<file path="config.mk">
export PLATFORM = sky130hd
export DESIGN_NAME = sccb_bus_monitor
export DESIGN_NICKNAME = d
export VERILOG_FILES = /design/src/rtl/sccb_mon_pkg.sv /design/src/rtl/sccb_sync_filter.sv /design/src/rtl/sccb_bus_monitor.sv
export SDC_FILE = /design/constraint.sdc
export NUM_CORES = 1
export LEC_CHECK = 0
export CAP_MARGIN = 10
export CORE_MARGIN = 3
export CORE_UTILIZATION = 38
export CTS_CLUSTER_DIAMETER = 80
export DETAILED_ROUTE_END_ITERATION = 10
export DONT_BUFFER_PORTS = 1
export PLACE_DENSITY = 0.51
export REMOVE_ABC_BUFFERS = 1
export SLEW_MARGIN = 20
export SYNTH_ARGS = -nofsm -noshare
export SYNTH_HDL_FRONTEND = slang
export SYNTH_SLANG_ARGS = --single-unit
</file>
<file path="constraint.sdc">
create_clock -name ILA_clk -period 3.4 [get_ports ILA_clk]
set_clock_uncertainty 0.2 [all_clocks]
set_input_delay 1.02 -clock ILA_clk [delete_from_list [all_inputs] [get_ports ILA_clk]]
set_output_delay 1.02 -clock ILA_clk [all_outputs]
set_load 0.05 [all_outputs]
</file>
<file path="src/rtl/sccb_mon_pkg.sv">
// Shared definitions for the SCCB bus monitor.
// Contents:
//   mon_state_t : byte deframer states (IDLE, BITS, ACK).
//   REC_*       : bit positions inside one FIFO record.
//   make_rec    : packs the record fields into a REC_W-bit word.
package sccb_mon_pkg;

    typedef enum logic [1:0] {
        IDLE = 2'd0,
        BITS = 2'd1,
        ACK  = 2'd2
    } mon_state_t;

    localparam int REC_W        = 11;
    localparam int REC_FIRST    = 10;
    localparam int REC_REP      = 9;
    localparam int REC_ACK      = 8;
    localparam int REC_DATA_MSB = 7;

    function automatic logic [REC_W-1:0] make_rec(input logic       first,
                                                  input logic       rep,
                                                  input logic       ack,
                                                  input logic [7:0] data);
        logic [REC_W-1:0] r;
        r                          = '0;
        r[REC_FIRST]               = first;
        r[REC_REP]                 = rep;
        r[REC_ACK]                 = ack;
        r[REC_DATA_MSB -: 8]       = data;
        return r;
    endfunction

endpackage

</file>
<file path="src/rtl/sccb_sync_filter.sv">
// Synchroniser plus stability filter for one asynchronous bus line.
// The filtered output follows the synchronised level only after the two have
// disagreed for FILT_LEN consecutive cycles, so shorter pulses are removed.
// Pin-to-output latency is SYNC_STAGES + FILT_LEN cycles.
// Ports:
//   ILA_clk : sampling clock
//   rstn    : asynchronous active-low reset (output resets to 1, bus idle)
//   din     : raw pin level
//   dout    : synchronised, glitch-filtered level
module sccb_sync_filter #(
    parameter int SYNC_STAGES = 2,
    parameter int FILT_LEN    = 4
) (
    input  logic ILA_clk,
    input  logic rstn,
    input  logic din,
    output logic dout
);

    localparam int CW = (FILT_LEN > 1) ? $clog2(FILT_LEN) : 1;

    logic [SYNC_STAGES-1:0] sync_q;
    logic [CW-1:0]          stab_cnt;
    logic                   synced;

    assign synced = sync_q[SYNC_STAGES-1];

    always_ff @(posedge ILA_clk or negedge rstn) begin
        if (!rstn) begin
            sync_q   <= '1;
            stab_cnt <= '0;
            dout     <= 1'b1;
        end else begin
            sync_q <= {sync_q[SYNC_STAGES-2:0], din};
            if (synced == dout) begin
                stab_cnt <= '0;
            end else if (stab_cnt == CW'(FILT_LEN - 1)) begin
                // FILT_LEN-th consecutive cycle of disagreement
                dout     <= synced;
                stab_cnt <= '0;
            end else begin
                stab_cnt <= stab_cnt + 1'b1;
            end
        end
    end

endmodule

</file>
<file path="src/rtl/sccb_bus_monitor.sv">
// Passive SCCB/I2C bus monitor. Filters SCL/SDA, detects START / repeated
// START / STOP, deframes bytes plus the ACK bit and pushes one tagged record
// per byte into a show-ahead FIFO. Keeps saturating event counters and the
// last four completed bytes for debug readout.
// Ports:
//   ILA_clk, rstn          : clock, asynchronous active-low reset
//   enable                 : 1 = monitor active (filters always run)
//   clear                  : sync pulse, flush FIFO, zero counters/overflow/last_word
//   scl_in, sda_in         : raw bus pins
//   rd_en                  : pop FIFO head
//   rd_data                : head record {first, rep, ack, data[7:0]}
//   empty, fifo_count      : FIFO status
//   overflow               : sticky, a record was dropped on a full FIFO
//   busy                   : between START and STOP
//   start_cnt/byte_cnt/err_cnt : saturating counters
//   last_word              : last four bytes, newest in [7:0]
module sccb_bus_monitor
    import sccb_mon_pkg::*;
#(
    parameter int SYNC_STAGES = 2,
    parameter int FILT_LEN    = 4,
    parameter int FIFO_DEPTH  = 16,
    parameter int CNT_W       = 16
) (
    input  logic                          ILA_clk,
    input  logic                          rstn,
    input  logic                          enable,
    input  logic                          clear,
    input  logic                          scl_in,
    input  logic                          sda_in,
    input  logic                          rd_en,
    output logic [REC_W-1:0]              rd_data,
    output logic                          empty,
    output logic [$clog2(FIFO_DEPTH):0]   fifo_count,
    output logic                          overflow,
    output logic                          busy,
    output logic [CNT_W-1:0]              start_cnt,
    output logic [CNT_W-1:0]              byte_cnt,
    output logic [CNT_W-1:0]              err_cnt,
    output logic [31:0]                   last_word
);

    localparam int AW = $clog2(FIFO_DEPTH);
    localparam logic [AW:0] FULL_CNT = (AW+1)'(FIFO_DEPTH);

    function automatic logic [CNT_W-1:0] sat_inc(input logic [CNT_W-1:0] v);
        return (&v) ? v : v + 1'b1;
    endfunction

    logic scl, sda, scl_d, sda_d;
    logic scl_rise, start_ev, stop_ev;

    mon_state_t       state, state_n;
    logic [3:0]       bit_idx, bit_idx_n;
    logic [7:0]       shift_q, shift_n;
    logic             first_q, first_n, rep_q, rep_n, busy_n;
    logic             partial;
    logic             push, inc_start, inc_byte, inc_err;
    logic [REC_W-1:0] rec;

    logic             push_p1;
    logic [REC_W-1:0] rec_p1;

    logic [REC_W-1:0] mem [FIFO_DEPTH];
    logic [AW-1:0]    wr_ptr, rd_ptr;
    logic             full, do_push, do_pop;

    // ---- stage 0: input conditioning ----
    sccb_sync_filter #(.SYNC_STAGES(SYNC_STAGES), .FILT_LEN(FILT_LEN)) u_scl_filt (
        .ILA_clk (ILA_clk),
        .rstn    (rstn),
        .din     (scl_in),
        .dout    (scl)
    );

    sccb_sync_filter #(.SYNC_STAGES(SYNC_STAGES), .FILT_LEN(FILT_LEN)) u_sda_filt (
        .ILA_clk (ILA_clk),
        .rstn    (rstn),
        .din     (sda_in),
        .dout    (sda)
    );

    assign scl_rise = scl & ~scl_d;
    assign start_ev = scl & scl_d & sda_d & ~sda;
    assign stop_ev  = scl & scl_d & ~sda_d & sda;

    // Every STOP and repeated START is preceded by one SCL rise that the
    // deframer cannot tell apart from a data bit, so a single sampled bit is
    // not treated as an abandoned byte.
    assign partial = (state == ACK) || (bit_idx > 4'd1);

    // ---- stage 1: deframer FSM ----
    always_comb begin
        state_n   = state;
        bit_idx_n = bit_idx;
        shift_n   = shift_q;
        first_n   = first_q;
        rep_n     = rep_q;
        busy_n    = busy;
        push      = 1'b0;
        inc_start = 1'b0;
        inc_byte  = 1'b0;
        inc_err   = 1'b0;
        rec       = make_rec(first_q, rep_q, sda, shift_q);

        if (!enable) begin
            state_n = IDLE;
            busy_n  = 1'b0;
        end else if (start_ev) begin
            inc_start = 1'b1;
            if (state != IDLE) begin
                inc_err = partial;
                rep_n   = 1'b1;
            end else begin
                rep_n   = 1'b0;
            end
            state_n   = BITS;
            bit_idx_n = 4'd0;
            busy_n    = 1'b1;
            first_n   = 1'b1;
        end else if (stop_ev) begin
            if (state != IDLE) begin
                inc_err = partial;
                state_n = IDLE;
                busy_n  = 1'b0;
            end
        end else if (scl_rise) begin
            case (state)
                BITS: begin
                    shift_n   = {shift_q[6:0], sda};
                    bit_idx_n = bit_idx + 4'd1;
                    if (bit_idx == 4'd7) state_n = ACK;
                end
                ACK: begin
                    push      = 1'b1;
                    inc_byte  = 1'b1;
                    first_n   = 1'b0;
                    bit_idx_n = 4'd0;
                    state_n   = BITS;
                end
                default: ;
            endcase
        end
    end

    always_ff @(posedge ILA_clk or negedge rstn) begin
        if (!rstn) begin
            state   <= IDLE;
            bit_idx <= '0;
            shift_q <= '0;
            first_q <= 1'b0;
            rep_q   <= 1'b0;
            busy    <= 1'b0;
            scl_d   <= 1'b1;
            sda_d   <= 1'b1;
            push_p1 <= 1'b0;
            rec_p1  <= '0;
        end else begin
            state   <= state_n;
            bit_idx <= bit_idx_n;
            shift_q <= shift_n;
            first_q <= first_n;
            rep_q   <= rep_n;
            busy    <= busy_n;
            scl_d   <= scl;
            sda_d   <= sda;
            // clear also kills a record still in flight to the FIFO
            push_p1 <= push & ~clear;
            rec_p1  <= rec;
        end
    end

    always_ff @(posedge ILA_clk or negedge rstn) begin
        if (!rstn) begin
            start_cnt <= '0;
            byte_cnt  <= '0;
            err_cnt   <= '0;
            last_word <= '0;
        end else if (clear) begin
            start_cnt <= '0;
            byte_cnt  <= '0;
            err_cnt   <= '0;
            last_word <= '0;
        end else begin
            if (inc_start) start_cnt <= sat_inc(start_cnt);
            if (inc_err)   err_cnt   <= sat_inc(err_cnt);
            if (inc_byte) begin
                byte_cnt  <= sat_inc(byte_cnt);
                last_word <= {last_word[23:0], shift_q};
            end
        end
    end

    // ---- stage 2: record FIFO ----
    assign empty   = (fifo_count == '0);
    assign full    = (fifo_count == FULL_CNT);
    assign do_pop  = rd_en & ~empty;
    assign do_push = push_p1 & (~full | do_pop);
    assign rd_data = empty ? '0 : mem[rd_ptr];

    always_ff @(posedge ILA_clk) begin
        if (do_push && !clear) mem[wr_ptr] <= rec_p1;
    end

    always_ff @(posedge ILA_clk or negedge rstn) begin
        if (!rstn) begin
            wr_ptr     <= '0;
            rd_ptr     <= '0;
            fifo_count <= '0;
            overflow   <= 1'b0;
        end else if (clear) begin
            wr_ptr     <= '0;
            rd_ptr     <= '0;
            fifo_count <= '0;
            overflow   <= 1'b0;
        end else begin
            if (do_push) wr_ptr <= wr_ptr + 1'b1;
            if (do_pop)  rd_ptr <= rd_ptr + 1'b1;
            case ({do_push, do_pop})
                2'b10:   fifo_count <= fifo_count + 1'b1;
                2'b01:   fifo_count <= fifo_count - 1'b1;
                default: ;
            endcase
            if (push_p1 && !do_push) overflow <= 1'b1;
        end
    end

endmodule

</file>
* Word-level counts from Yosys, hierarchy flattened
Memories as Yosys holds them, arrays and structs flattened.
Index checks and enable logic that the tools add are counted.
** Storage, ports and cells
- Bits in registers :: 135
- Memory bits (writable) :: 176
- Input bits :: 7
- Output and inout port bits :: 99
- Word-level logic and storage cells :: 164
- Memories :: 1
** Memory list
- mem :: depth 16, width 11, rd ports 1, clocked after memory_dff 0, write ports 1, RTL line sccb_bus_monitor.sv:64 : logic [REC_W-1:0] mem [FIFO_DEPTH];
** Cells by class
- $add $sub $neg :: 10
- $lt $le $gt $ge :: 1
- Equal/unequal tests :: 20
- Multiplexer cells :: 57
- Bitwise logic cells :: 20
- Reductions and logical operators :: 31
** Operators with widths (number)
- 16-bit 2-to-1 mux :: 9
- 32-bit 2-to-1 mux :: 2
- 16-bit by 1-bit adder with 16-bit output (second input constant) :: 3
- 16-bit AND reduction :: 3
- 4-bit 2-to-1 mux :: 7
- 1-bit 2-to-1 mux :: 24
- 2-bit 2-to-1 mux :: 10
- 2-bit nonzero test :: 9
- 2-bit AND reduction :: 7
- 4-bit by 1-bit adder with 4-bit output (second input constant) :: 3
- 4-bit AND reduction :: 3
- 11-bit 2-to-1 mux :: 1
- 1-bit inverter :: 10
- 5-bit one-hot mux with 2 select lines :: 1
- 1-bit AND :: 9
- 2-bit == test (second input constant) :: 4
- 2-bit != test (second input constant) :: 4
- 4-bit one-hot mux with 2 select lines :: 1
- 3-bit by 1-bit != test with 1-bit output (second input constant) :: 2
- 3-bit nonzero test :: 2
- 5-bit by 1-bit adder with 5-bit output (second input constant) :: 1
- 5-bit == test (second input constant) :: 1
- 5-bit zero test :: 1
- 5-bit 2-to-1 mux :: 1
- 16 further kinds :: 21

* Depth between registers and ports, before layout
Gate-level depths: netlist of run 1.
- Word-level depth :: 9
- Mapped depth :: 11
- Gate-level depth less buffers :: 10

* Hierarchy
Synthesis of run 1 repeated with hierarchy kept, for this count alone.
** Unflattened totals
- Cells, all modules :: 942
- Area total of the unflattened synthesis :: 13161.4 um^2
** By module, submodules not included
- sccb_bus_monitor :: instances 1, cells each 922, area an instance 12806.0 um^2, seq. area each 8415.6 um^2
- sccb_sync_filter :: instances 2, cells each 10, area an instance 177.7 um^2, seq. area each 128.9 um^2

* Worst setup path before layout of run 1
No wires, ideal clock.
- Path type :: reg2out
- Start point :: reg fifo_count[1]
- End point :: out rd_data[0]
- Arrival :: 2.742 ns
- Required time :: 2.180 ns
- Setup slack :: -0.562 ns
- Stages on the path, launching flop included :: 7
- Path through :: dfrtp_1 or4_1 buf_2 nor2_1 or2_2 buf_2 o22ai_1
** Between the ends
- Word-level cells in the longest chain between the ends :: 2
** Ends and longest elaborated chain
- from (decl) :: RTL line sccb_bus_monitor.sv:34 : output logic [$clog2(FIFO_DEPTH):0] fifo_count,
- from (signal assigned) :: RTL line sccb_bus_monitor.sv:220 : 2'b10: fifo_count <= fifo_count + 1'b1;
- from (signal assigned) :: RTL line sccb_bus_monitor.sv:221 : 2'b01: fifo_count <= fifo_count - 1'b1;
- 5-bit zero test :: RTL line sccb_bus_monitor.sv:195 : assign empty = (fifo_count == '0);
- named net empty :: RTL line sccb_bus_monitor.sv:33 : output logic empty,
- 11-bit 2-to-1 mux :: RTL line sccb_bus_monitor.sv:199 : assign rd_data = empty ? '0 : mem[rd_ptr];
- to (decl) :: RTL line sccb_bus_monitor.sv:32 : output logic [REC_W-1:0] rd_data,
The timed path passes the listed nets, and every way through them passes these cells.

* Worst setup path after layout of run 1
- Start point :: reg fifo_count[2]
- End point :: out rd_data[5]
** Between the ends
- Word-level cells in the longest chain between the ends :: 2
** Ends and longest elaborated chain (RTL line)
- 5-bit zero test :: sccb_bus_monitor.sv:195
- 11-bit 2-to-1 mux :: sccb_bus_monitor.sv:199
Every way passes these cells.

==> reports/qor.yml, run 1 <==
status:
  status: "complete, but fails checks"
  violations: "hold timing, setup timing"
timing:
  max_freq_ghz: 0.283
  period_minus_slack_ns: 3.54
  timing.final.crit_share: 1.04
  finalSetupTns_ns: -1.41
  tightest_slew_ns: 0.644
  drv_slew: 0
  fin_ws_ns: -0.135
  hold_violations: 1
  timing.hold.ws_ns: -0.00216
  relSlewSlack: 0.567
  finalSetupViolations: 11
  rsz0062_at_grt: "true"
yosys:
  synth_cells: 931
  synth_edf_count: 176
  syn_avg_cell_area_um2: 14.1
  syn_area_um2: 13100
  ys_async_sr_fraction: 0.434
  synth.distinct_cells: 63
  synth_seq_cells: 311
  yosys_warnings: 0
  synth-seq-area-share: 0.661
  synth_ff_type: "edfxtp_1"
cells_and_area:
  fin_area_um2: 15700
  finalNonFillerCells: 1472
  fillers: 3001
  fin_util: 0.464
  drive_gt1_frac: 0.238
  final_net_count: 1019
  antenna_cells: 0
  area_growth_pct: 19.5
detailed_routing:
  postRouteAntennaNets: 0
  vias: 7760
  drc: 0
  routedWlPerCell_um: 19.8
  first_iter_violations: 585
  first_pass_iters: 4
  via_per_inst: 5.27
  wl_um: 29200
critical_path:
  crit_fanout: 5
  cp-start-kind: "flip-flop"
  r2r_cells: 12
  cp.arrival_ns: 2.32
  r2r-end: "fifo_count[4]"
  r2r_setup_slack_ns: 0.23
  crit_path_end_kind: "primary output"
  regToRegStartpoint: "fifo_count[2]"
  crit_type: "flip-flop to primary output"
  crit_required_ns: 2.18
floorplanning:
  io_pins: 106
  die_area_um2: 36800
  row_count: 67
  core_area_um2: 33800
  initial_core_util: 0.388
  die_y_um: 192
  dieWidth_um: 192
power:
  leakagePower_nw: 5.70
  p_per_area_nw_per_um2: 673
  power_mw: 10.6
  irDropWorstVdd_mv: 0.484
grt:
  antenna_found_initial: 0
  track_usage: 0.162
  grt_max_degree: 136
  grt_pass1_wl_um: 46600
  grt_overflow: 0
  grt_pass1_vias: 8169
clock_tree:
  clkTransAtPathRegs_ns: 0.06
  cts.htree.levels: 2
  root_buffer: "clkbuf_16"
  cts_made_buffers: 37
  clock-sinks: 311
  clockBufferDepth: 3
  clk_latency_ns: 0.52
  cts_tree: "yes"
job:
  cap_violations: 0
place:
  io_buffers: 0
  preCtsSetupSlack_ns: 0.214
  finalWeightedCongestion: 0.736
  dp_hpwl_um: 17500
  placed_cells: 1397
  dpl_cell_area_um2: 14000
hold_path:
  worstHoldPathType: "primary input to asynchronous set/reset pin"
cells by family (layout without fill, tap and decap cells):
group | after synthesis | count (layout) | synth area share
and+or+nand+nor | 295 | 296 | 0.113
muxes | 91 | 91 | 0.113
adders and majority gates | 17 | 17 | 0.0168
xor gates and xnor gates | 30 | 30 | 0.0200
buffers and inverters | 59 | 151 | 0.0184
AOI/OAI and AO/OA | 128 | 128 | 0.0574
DFF | 311 | 311 | 0.661
placed cells by master, fill, tap and decap left out, types with 11 or more instances in the layout:
master       n
nand4_1     14
buf_6       13
or3_1       11
nor2_1      67
mux2i_1     14
o21ai_0     22
dfrtp_1    125
buf_4       49
mux2_2      20
edfxtp_1   176
xnor2_1     17
mux2i_2     11
nor3_1      19
nand3_1     18
a21oi_1     59
mux4_2      44
inv_1       13
ha_1        16
clkbuf_16   39
nand2_1     95
xor2_1      13
sequential cells by signal, summed over array words and instances, names as in the netlist, 4 cells and up:
| name | cells |
|---|---|
| bit_idx | 4 |
| err_cnt | 16 |
| byte_cnt | 16 |
| fifo_count | 5 |
| start_cnt | 16 |
| wr_ptr | 4 |
| rd_ptr | 4 |
| rec_p1 | 11 |
| mem | 176 |
| last_word | 32 |
| shift_q | 8 |
area by class of cell:
type | count | area (µm²) | area share
Clock buffer | 50 | 1060 | 0.0674
Clock inverter | 18 | 224 | 0.0143
Inverter | 13 | 48.8 | 0.00311
Multi-Input combinational cell | 562 | 4420 | 0.282
Sequential cell | 311 | 8680 | 0.553
Tap cell | 448 | 561 | 0.0358
Timing Repair Buffer | 70 | 689 | 0.0440
worst max-delay path, cell delays in order (launching register included):
cell and delay [ns]:
dfrtp_1 0.38, or4_4 0.57, buf_6 0.14, o21ai_4 0.24, buf_6 0.20, o22ai_2 0.08, buf_6 0.17
worst max path at each step:
stage	cells after the start	slack, ns	from	to
3_5_place_dp	11	0.21	fifo_count[1]	fifo_count[4]
6_report	6	-0.14	fifo_count[2]	rd_data[5]
2_1_floorplan	3	-1.05	rd_ptr[0]	rd_data[0]
3_3_place_gp	11	0.20	fifo_count[1]	fifo_count[4]
4_1_cts	5	-0.14	rd_ptr[0]	rd_data[6]
5_1_grt	6	-0.19	fifo_count[2]	rd_data[4]
where the power goes:
part,internal [mW],switching (mW),total [mW]
Sequential,4.20,0.213,4.41
Clock,2.57,1.53,4.10
Combinational,0.898,1.15,2.04
what timing repair did:
action                                  4_1_cts  5_1_grt
endpoints found under the hold margin       127      127
endpoints found under the setup margin       11       12
pin swaps                                     4        3
resized for setup                            44       14
cloned                                        3        1
buffers inserted                              3        0
layer usage:
| layer | vias up | wire length, µm | track usage |
|---|---|---|---|
| met3 | 36 | 1660 | 0.0423 |
| li1 | 3626 | - | - |
| met4 | 0 | 497 | 0.0421 |
| met2 | 140 | 13600 | 0.252 |
| met5 | - | 0 | 0 |
| met1 | 3958 | 13500 | 0.227 |
cells in the mapped netlist, drive strengths merged, types with 2 or more instances:
| master | n | share of area |
|---|---|---|
| a31oi | 5 | 0.0024 |
| or4b | 2 | 0.0015 |
| nor2 | 70 | 0.020 |
| nor4b | 2 | 0.0013 |
| mux2i | 27 | 0.021 |
| nor2b | 6 | 0.0029 |
| o22ai | 12 | 0.0057 |
| o211ai | 5 | 0.0029 |
| nor4 | 5 | 0.0029 |
| o21ai | 24 | 0.0092 |
| a21oi | 60 | 0.023 |
| dfrtp | 127 | 0.24 |
| a211oi | 2 | 0.0011 |
| nand3 | 19 | 0.0076 |
| and3 | 8 | 0.0038 |
| edfxtp | 176 | 0.40 |
| mux2 | 20 | 0.017 |
| nand2 | 95 | 0.027 |
| or4 | 7 | 0.0040 |
| and4 | 7 | 0.0047 |
| dfstp | 8 | 0.016 |
| nand3b | 4 | 0.0023 |
| ha | 16 | 0.015 |
| or3 | 11 | 0.0052 |
| inv | 13 | 0.0037 |
| and2 | 3 | 0.0014 |
| clkbuf | 26 | 0.0074 |
| xnor2 | 17 | 0.011 |
| o221ai | 2 | 0.0018 |
| or2 | 3 | 0.0014 |
| nand2b | 8 | 0.0038 |
| o31ai | 6 | 0.0034 |
| a21o | 2 | 0.0011 |
| buf | 20 | 0.0072 |
| a311oi | 2 | 0.0013 |
| nor3b | 5 | 0.0036 |
| and3b | 2 | 0.0013 |
| xor2 | 13 | 0.0087 |
| mux4 | 44 | 0.076 |
| nand4 | 15 | 0.0076 |
| nor3 | 19 | 0.0072 |
Power figures use the tool's default switching activity.
==> run 2, diff against run 1 <==
--- a/config.mk
+++ b/config.mk
@@ -7,11 +7,11 @@
 export LEC_CHECK = 0
 export CAP_MARGIN = 10
 export CORE_MARGIN = 3
-export CORE_UTILIZATION = 38
+export CORE_UTILIZATION = 32
 export CTS_CLUSTER_DIAMETER = 80
 export DETAILED_ROUTE_END_ITERATION = 10
 export DONT_BUFFER_PORTS = 1
-export PLACE_DENSITY = 0.51
+export PLACE_DENSITY = 0.45
 export REMOVE_ABC_BUFFERS = 1
 export SLEW_MARGIN = 20
 export SYNTH_ARGS = -nofsm -noshare
==> run 2 against run 1 <==
  * The run still ends with hold timing, setup timing left
  * Register-to-register slack better by 0.04 ns
  * Sequential share of layout area decreased by 0.55 points
  * Power decreased by 1.5%
  * Setup slack better by 0.0014 ns
  * Global-route usage decreased by 2.1 points
  * Critical path depth unchanged
  * Final cell count is 6.2% higher
  * Cell area increased by 1.0%
  * Die area up 18%
  * Hold slack worse by 0.0085 ns
  * Critical path type unchanged
  * Largest cell class unchanged
  * Highest routed layer unchanged
==> reports/qor.yml, run 2 (synthesis results as in run 1) <==
status:
  status: "complete, but fails checks"  # unchanged
  violations: "hold timing, setup timing"  # unchanged
cells_and_area:
  largest_reg_flops: 176  # unchanged
  largest_registers: "mem (176), last_word (32)"  # unchanged
  fillers: 3744  # was 3001
  antenna_cells: 0  # unchanged
  largest_register: "mem"  # unchanged
  final_net_count: 1033  # was 1019
  drive_gt1_frac: 0.245  # was 0.238
  mostFrequentLayoutCells: "edfxtp_1, dfrtp_1, nand2_1"  # unchanged
  layout_commonest_cell: "edfxtp_1"  # unchanged
  fin_util: 0.395  # was 0.464
  area_growth_pct: 20.7  # was 19.5%
power:
  irDropWorstVdd_mv: 0.384  # was 0.484 mV
  combPwrFrac: 0.209  # was 0.194
  power_switching_mw: 2.95  # was 2.89 mW
  p_per_area_nw_per_um2: 657  # was 673 nW/µm²
  leakagePower_nw: 5.76  # was 5.70 nW
  seqPwrFrac: 0.425  # was 0.418
  power_mw: 10.4  # was 10.6 mW
  clkPwrFrac: 0.366  # was 0.388
  p_int_mw: 7.45  # was 7.66 mW
  switching_share: 0.284  # was 0.274
detailed_routing:
  first_pass_iters: 5  # was 4
  wl_um: 31000  # was 29200 µm
  routedWlPerCell_um: 19.8  # about the same
  vias: 7860  # was 7760
  drc: 0  # unchanged
  via_per_inst: 5.03  # was 5.27
  first_iter_violations: 465  # was 585
  postRouteAntennaNets: 0  # unchanged
floorplanning:
  die_y_um: 208  # was 192 µm
  io_pins: 106  # unchanged
  initial_core_util: 0.327  # was 0.388
  core_area_um2: 40100  # was 33800 µm²
  row_count: 73  # was 67
  dieWidth_um: 208  # was 192 µm
  die_area_um2: 43500  # was 36800 µm²
critical_path:
  cp_cell_sequence: "or4_4 > buf_6 > o21ai_4 > buf_6 > o22ai_2 > buf_12"  # was or4_4 > buf_6 > o21ai_4 > buf_6 > o22ai_2 > buf_6
  crit_fanout: 5  # unchanged
  cp.arrival_ns: 2.31  # was 2.32 ns
  crit_required_ns: 2.18  # about the same
  cp-start-kind: "flip-flop"  # unchanged
  path_common_cell: "buf_6"  # unchanged
  critPathMaxStageDelay_ns: 0.55  # was 0.57 ns
  crit_path_end_kind: "primary output"  # unchanged
  critPathSlowestCell: "or4_4"  # unchanged
  crit_type: "flip-flop to primary output"  # unchanged
clock_tree:
  cts_tree: "yes"  # unchanged
  root_buffer: "clkbuf_16"  # unchanged
  clockBufferDepth: 3  # unchanged
  clock-sinks: 311  # unchanged
  cts.htree.levels: 2  # unchanged
  clkTransAtPathRegs_ns: 0.06  # about the same
  clk_latency_ns: 0.53  # was 0.52 ns
  cts_made_buffers: 37  # unchanged
timing:
  max_freq_ghz: 0.283  # about the same
  drv_slew: 0  # unchanged
  relSlewSlack: 0.551  # was 0.567
  period_minus_slack_ns: 3.53  # was 3.54 ns
  tightest_slew_ns: 0.674  # was 0.644 ns
  rsz0062_at_grt: "true"  # unchanged
  hold_violations: 49  # was 1
  finalSetupViolations: 11  # unchanged
  timing.final.crit_share: 1.04  # about the same
  fin_ws_ns: -0.134  # was -0.135 ns
  timing.hold.ws_ns: -0.0106  # was -0.00216 ns
grt:
  antenna_found_initial: 0  # unchanged
  grt_overflow: 0  # unchanged
  grt_pass1_vias: 7980  # was 8169
  grt_max_degree: 136  # unchanged
  grt_pass1_wl_um: 48500  # was 46600 µm
  track_usage: 0.141  # was 0.162
hold_path:
  worstHoldPathType: "primary input to asynchronous set/reset pin"  # unchanged
job:
  cap_violations: 0  # unchanged
place:
  io_buffers: 0  # unchanged
  dp_hpwl_um: 18900  # was 17500 µm
  finalWeightedCongestion: 0.726  # was 0.736
[run 2: cell count changes in the layout (fill, tap and decap cells not counted), moves of 3 or more]
cell,before,now
buf_6,13,7
bufinv_16,5,2
clkinv_1,2,6
buf_12,6,9
buf_4,49,63
o22ai_1,1,4
nor3_1,19,15
o22ai_2,7,4
nor3_2,0,4
[run 2: final timing paths]
check	from	to	slack, ns	cells past startpoint
worst min register to register	u_scl_filt.sync_q[0]	u_scl_filt.sync_q[1]	0.16	0
worst max-delay path	fifo_count[1]	rd_data[9]	-0.13	6
worst min-delay path	rstn	start_cnt[11]	-0.01	0
max in group asynchronous	rstn	sda_d	2.80	0
worst max register to register	fifo_count[1]	fifo_count[4]	0.27	12
min in group ILA_clk	u_scl_filt.sync_q[0]	u_scl_filt.sync_q[1]	0.16	0
[run 2: layer usage]
layer  track usage  share of wire  wire length [µm]  vias to the layer above
met5             0              0                 0                        -
met2         0.215           0.46             14100                      146
met1         0.203           0.47             14600                     4007
li1              -              -                 -                     3665
met4        0.0388          0.020               608                        0
met3        0.0333          0.051              1570                       42
[run 2: critical path: cells and delay by family (launching register included)]
family | cells | cell delay, ns
buf+inv | 3 | 0.50
compound gates | 2 | 0.35
simple gates | 1 | 0.55
flops | 1 | 0.37
[run 2: area by class of cell]
type	count	area (µm²)	area share
clock inverters	19	170	0.0107
repair buffers	84	845	0.0533
well taps	525	657	0.0415
clock buffers	49	1010	0.0639
inverters	13	48.8	0.00308
multi-input cells	562	4430	0.280
flip-flops and latches	311	8680	0.548
[run 2: stage by stage]
step / worst slack [ns] / instances / instance area [µm²] / setup TNS [ns]
after floorplan: -1.05 / 885 / 12900 / -11.51
after global placement: 0.327 / 1480 / 14200 / 0
after detailed placement: 0.307 / 1480 / 14200 / 0
after CTS: -0.171 / 1563 / 15800 / -1.68
after global routing: -0.195 / 1563 / 15800 / -1.98
final: -0.134 / 1563 / 15800 / -1.22
[run 2: power by group through the flow]
stage | Combinational [mW] | Clock, mW | Sequential [mW]
global placement | 1.80 | 0 | 4.50
global route | 2.35 | 4.10 | 4.44
CTS | 2.19 | 3.94 | 4.41
floorplan | 1.03 | 0 | 4.60
detailed placement | 1.81 | 0 | 4.50
finish | 2.17 | 3.81 | 4.42
[run 2: timing repair]
action	4_1_cts	5_1_grt
gates cloned	4	1
buffers inserted	11	0
resized for setup	40	12
endpoints found under the hold margin	127	127
endpoints found under the setup margin	11	11
pin swaps	3	3
==> run 3, diff against run 2 <==
--- a/config.mk
+++ b/config.mk
@@ -11,7 +11,7 @@
 export CTS_CLUSTER_DIAMETER = 80
 export DETAILED_ROUTE_END_ITERATION = 10
 export DONT_BUFFER_PORTS = 1
-export PLACE_DENSITY = 0.45
+export PLACE_DENSITY = 0.51
 export REMOVE_ABC_BUFFERS = 1
 export SLEW_MARGIN = 20
 export SYNTH_ARGS = -nofsm -noshare
==> run 3 against run 2 <==
  * The run still ends with hold timing, setup timing left
  * Utilization fell by 0.48 points
  * Sequential power barely moved
  * Combinational power fell by 5%
  * Die area did not move
  * Routed wire length fell by 5.8%
  * Power barely moved
  * First-iteration DRC count fell by 8.0%
  * Via count fell by 1.8%
  * Flip-flop and latch count did not move
  * Register-to-register slack got worse by 0.07 ns
  * Critical path depth did not move
  * Non-clock buffer count fell by 22
  * Critical endpoint is now rd_data[10]
==> reports/qor.yml, run 3 (synthesis results as in run 1) <==
detailed_routing:
  vias: 7719  # was 7860
  first_iter_violations: 428  # was 465
  postRouteAntennaNets: 0  # unchanged
  drc: 0  # unchanged
  via_per_inst: 5.02  # was 5.03
  wl_um: 29200  # was 31000 µm
  routedWlPerCell_um: 18.9  # was 19.8 µm
  first_pass_iters: 5  # unchanged
timing:
  timing.final.crit_share: 1.04  # about the same
  finalSetupViolations: 11  # unchanged
  relSlewSlack: 0.568  # was 0.551
  timing.hold.ws_ns: -0.00778  # was -0.0106 ns
  tightest_slew_ns: 0.643  # was 0.674 ns
  max_freq_ghz: 0.283  # about the same
  fin_ws_ns: -0.137  # was -0.134 ns
  hold_violations: 10  # was 49
  period_minus_slack_ns: 3.54  # was 3.53 ns
  drv_slew: 0  # unchanged
  rsz0062_at_grt: "true"  # unchanged
critical_path:
  crit_path_end_kind: "primary output"  # unchanged
  critPathMaxStageDelay_ns: 0.58  # was 0.55 ns
  r2r_setup_slack_ns: 0.20  # was 0.27 ns
  cp_cell_sequence: "or4_4 > buf_6 > o21ai_4 > buf_12 > o22ai_4 > buf_6"  # was or4_4 > buf_6 > o21ai_4 > buf_6 > o22ai_2 > buf_12
  crit_type: "flip-flop to primary output"  # unchanged
  crit_fanout: 6  # was 5
  critPathTopFamily: "simple AND/OR/NAND/NOR gates"  # unchanged
  path_common_cell: "buf_6"  # unchanged
  critPathSlowestCell: "or4_4"  # unchanged
  cp.arrival_ns: 2.32  # was 2.31 ns
  crit_required_ns: 2.18  # about the same
  cp_num_buf_inv: 3  # unchanged
  cp-start-kind: "flip-flop"  # unchanged
power:
  irDropWorstVdd_mv: 0.359  # was 0.384 mV
  power_switching_mw: 2.92  # was 2.95 mW
  switching_share: 0.281  # was 0.284
  combPwrFrac: 0.198  # was 0.209
  seqPwrFrac: 0.424  # was 0.425
  p_per_area_nw_per_um2: 664  # was 657 nW/µm²
  leakagePower_nw: 5.63  # was 5.76 nW
  clkPwrFrac: 0.378  # was 0.366
  p_int_mw: 7.47  # was 7.45 mW
clock_tree:
  clockBufferDepth: 3  # unchanged
  clkTransAtPathRegs_ns: 0.06  # about the same
  clock-sinks: 311  # unchanged
  cts.htree.levels: 2  # unchanged
  clk_latency_ns: 0.53  # about the same
  root_buffer: "clkbuf_16"  # unchanged
  cts_tree: "yes"  # unchanged
  cts_made_buffers: 36  # was 37
place:
  io_buffers: 0  # unchanged
  dp_hpwl_um: 17600  # was 18900 µm
  finalWeightedCongestion: 0.745  # was 0.726
  dpl_cell_area_um2: 14100  # was 14200 µm²
cells_and_area:
  mostFrequentLayoutCells: "edfxtp_1, dfrtp_1, nand2_1"  # unchanged
  largest_reg_flops: 176  # unchanged
  antenna_cells: 0  # unchanged
  final_net_count: 1010  # was 1033
  drive_gt1_frac: 0.224  # was 0.245
  fin_area_um2: 15600  # was 15800 µm²
  largest_registers: "mem (176), last_word (32)"  # unchanged
  largest_register: "mem"  # unchanged
  area_growth_pct: 19.2  # was 20.7%
  layout_commonest_cell: "edfxtp_1"  # unchanged
grt:
  grt_max_degree: 136  # unchanged
  grt_pass1_vias: 7906  # was 7980
  track_usage: 0.134  # was 0.141
  grt_pass1_wl_um: 46600  # was 48500 µm
  antenna_found_initial: 0  # unchanged
  grt_overflow: 0  # unchanged
floorplanning:
  initial_core_util: 0.327  # unchanged
  dieWidth_um: 208  # unchanged
  die_y_um: 208  # unchanged
  io_pins: 106  # unchanged
  row_count: 73  # unchanged
  core_area_um2: 40100  # unchanged
  die_area_um2: 43500  # unchanged
job:
  cap_violations: 0  # unchanged
status:
  violations: "hold timing, setup timing"  # unchanged
  status: "complete, but fails checks"  # unchanged
hold_path:
  worstHoldPathType: "primary input to asynchronous set/reset pin"  # unchanged
==> run 3: worst register-to-register path: stages, from the launching register on <==
cell and delay [ns]:
dfrtp_1 0.38, or4_4 0.58, buf_6 0.15, buf_4 0.14, o21ai_1 0.21, nand2b_1 0.19
inv_1 0.09, ha_1 0.33, nand2b_1 0.11, a21oi_4 0.19, mux2i_1 0.10, a311o_1 0.33
a21oi_1 0.14
==> run 3: cell type report <==
class	count	area (µm²)
clock inverters	18	220
flip-flops and latches	311	8680
fillers	3749	24500
well taps	525	657
inverters	13	48.8
clock buffers	48	986
repair buffers	62	607
multi-input cells	562	4450
==> run 3: through the flow <==
stage / cells / setup WS [ns] / util / setup TNS [ns] / power [mW]
final: 1539 / -0.137 / 0.390 / -1.34 / 10.4
after global routing: 1539 / -0.214 / 0.390 / -2.20 / 10.9
after CTS: 1539 / -0.178 / 0.387 / -1.69 / 10.5
after detailed placement: 1469 / 0.259 / 0.352 / 0 / 6.25
after global placement: 1469 / 0.310 / 0.352 / 0 / 6.23
after floorplan: 885 / -1.05 / - / -11.51 / 5.63
==> run 3: worst paths after layout <==
check / depth (start not counted) / from / to
worst max-delay path: 6 / fifo_count[3] / rd_data[10]
worst min register to register: 0 / u_sda_filt.sync_q[0] / u_sda_filt.sync_q[1]
max in group asynchronous: 0 / rstn / sda_d
worst min-delay path: 0 / rstn / start_cnt[9]
worst max register to register: 12 / fifo_count[3] / fifo_count[4]
min in group ILA_clk: 0 / u_sda_filt.sync_q[0] / u_sda_filt.sync_q[1]
==> run 3: routing by layer <==
metal	GRT usage	vias up	routed length, µm
met4	0.0367	0	576
met1	0.187	3915	13200
met2	0.209	148	13700
met3	0.0341	42	1650
li1	-	3614	-
met5	0	-	0
==> run 3: power by group through the flow <==
stage | Clock (mW) | Combinational [mW] | Sequential [mW]
after detailed placement | 0 | 1.77 | 4.48
after global routing | 4.21 | 2.20 | 4.44
after CTS | 4.07 | 1.98 | 4.41
after floorplan | 0 | 1.03 | 4.60
after global placement | 0 | 1.75 | 4.48
final | 3.93 | 2.06 | 4.41
==> run 3: timing repair <==
action                     4_1_cts  5_1_grt
buffers inserted                 2        0
pin swaps                        2        3
hold endpoints to repair       127      127
cloned                           2        0
gates resized for setup         34       22
setup endpoints to repair       11       12
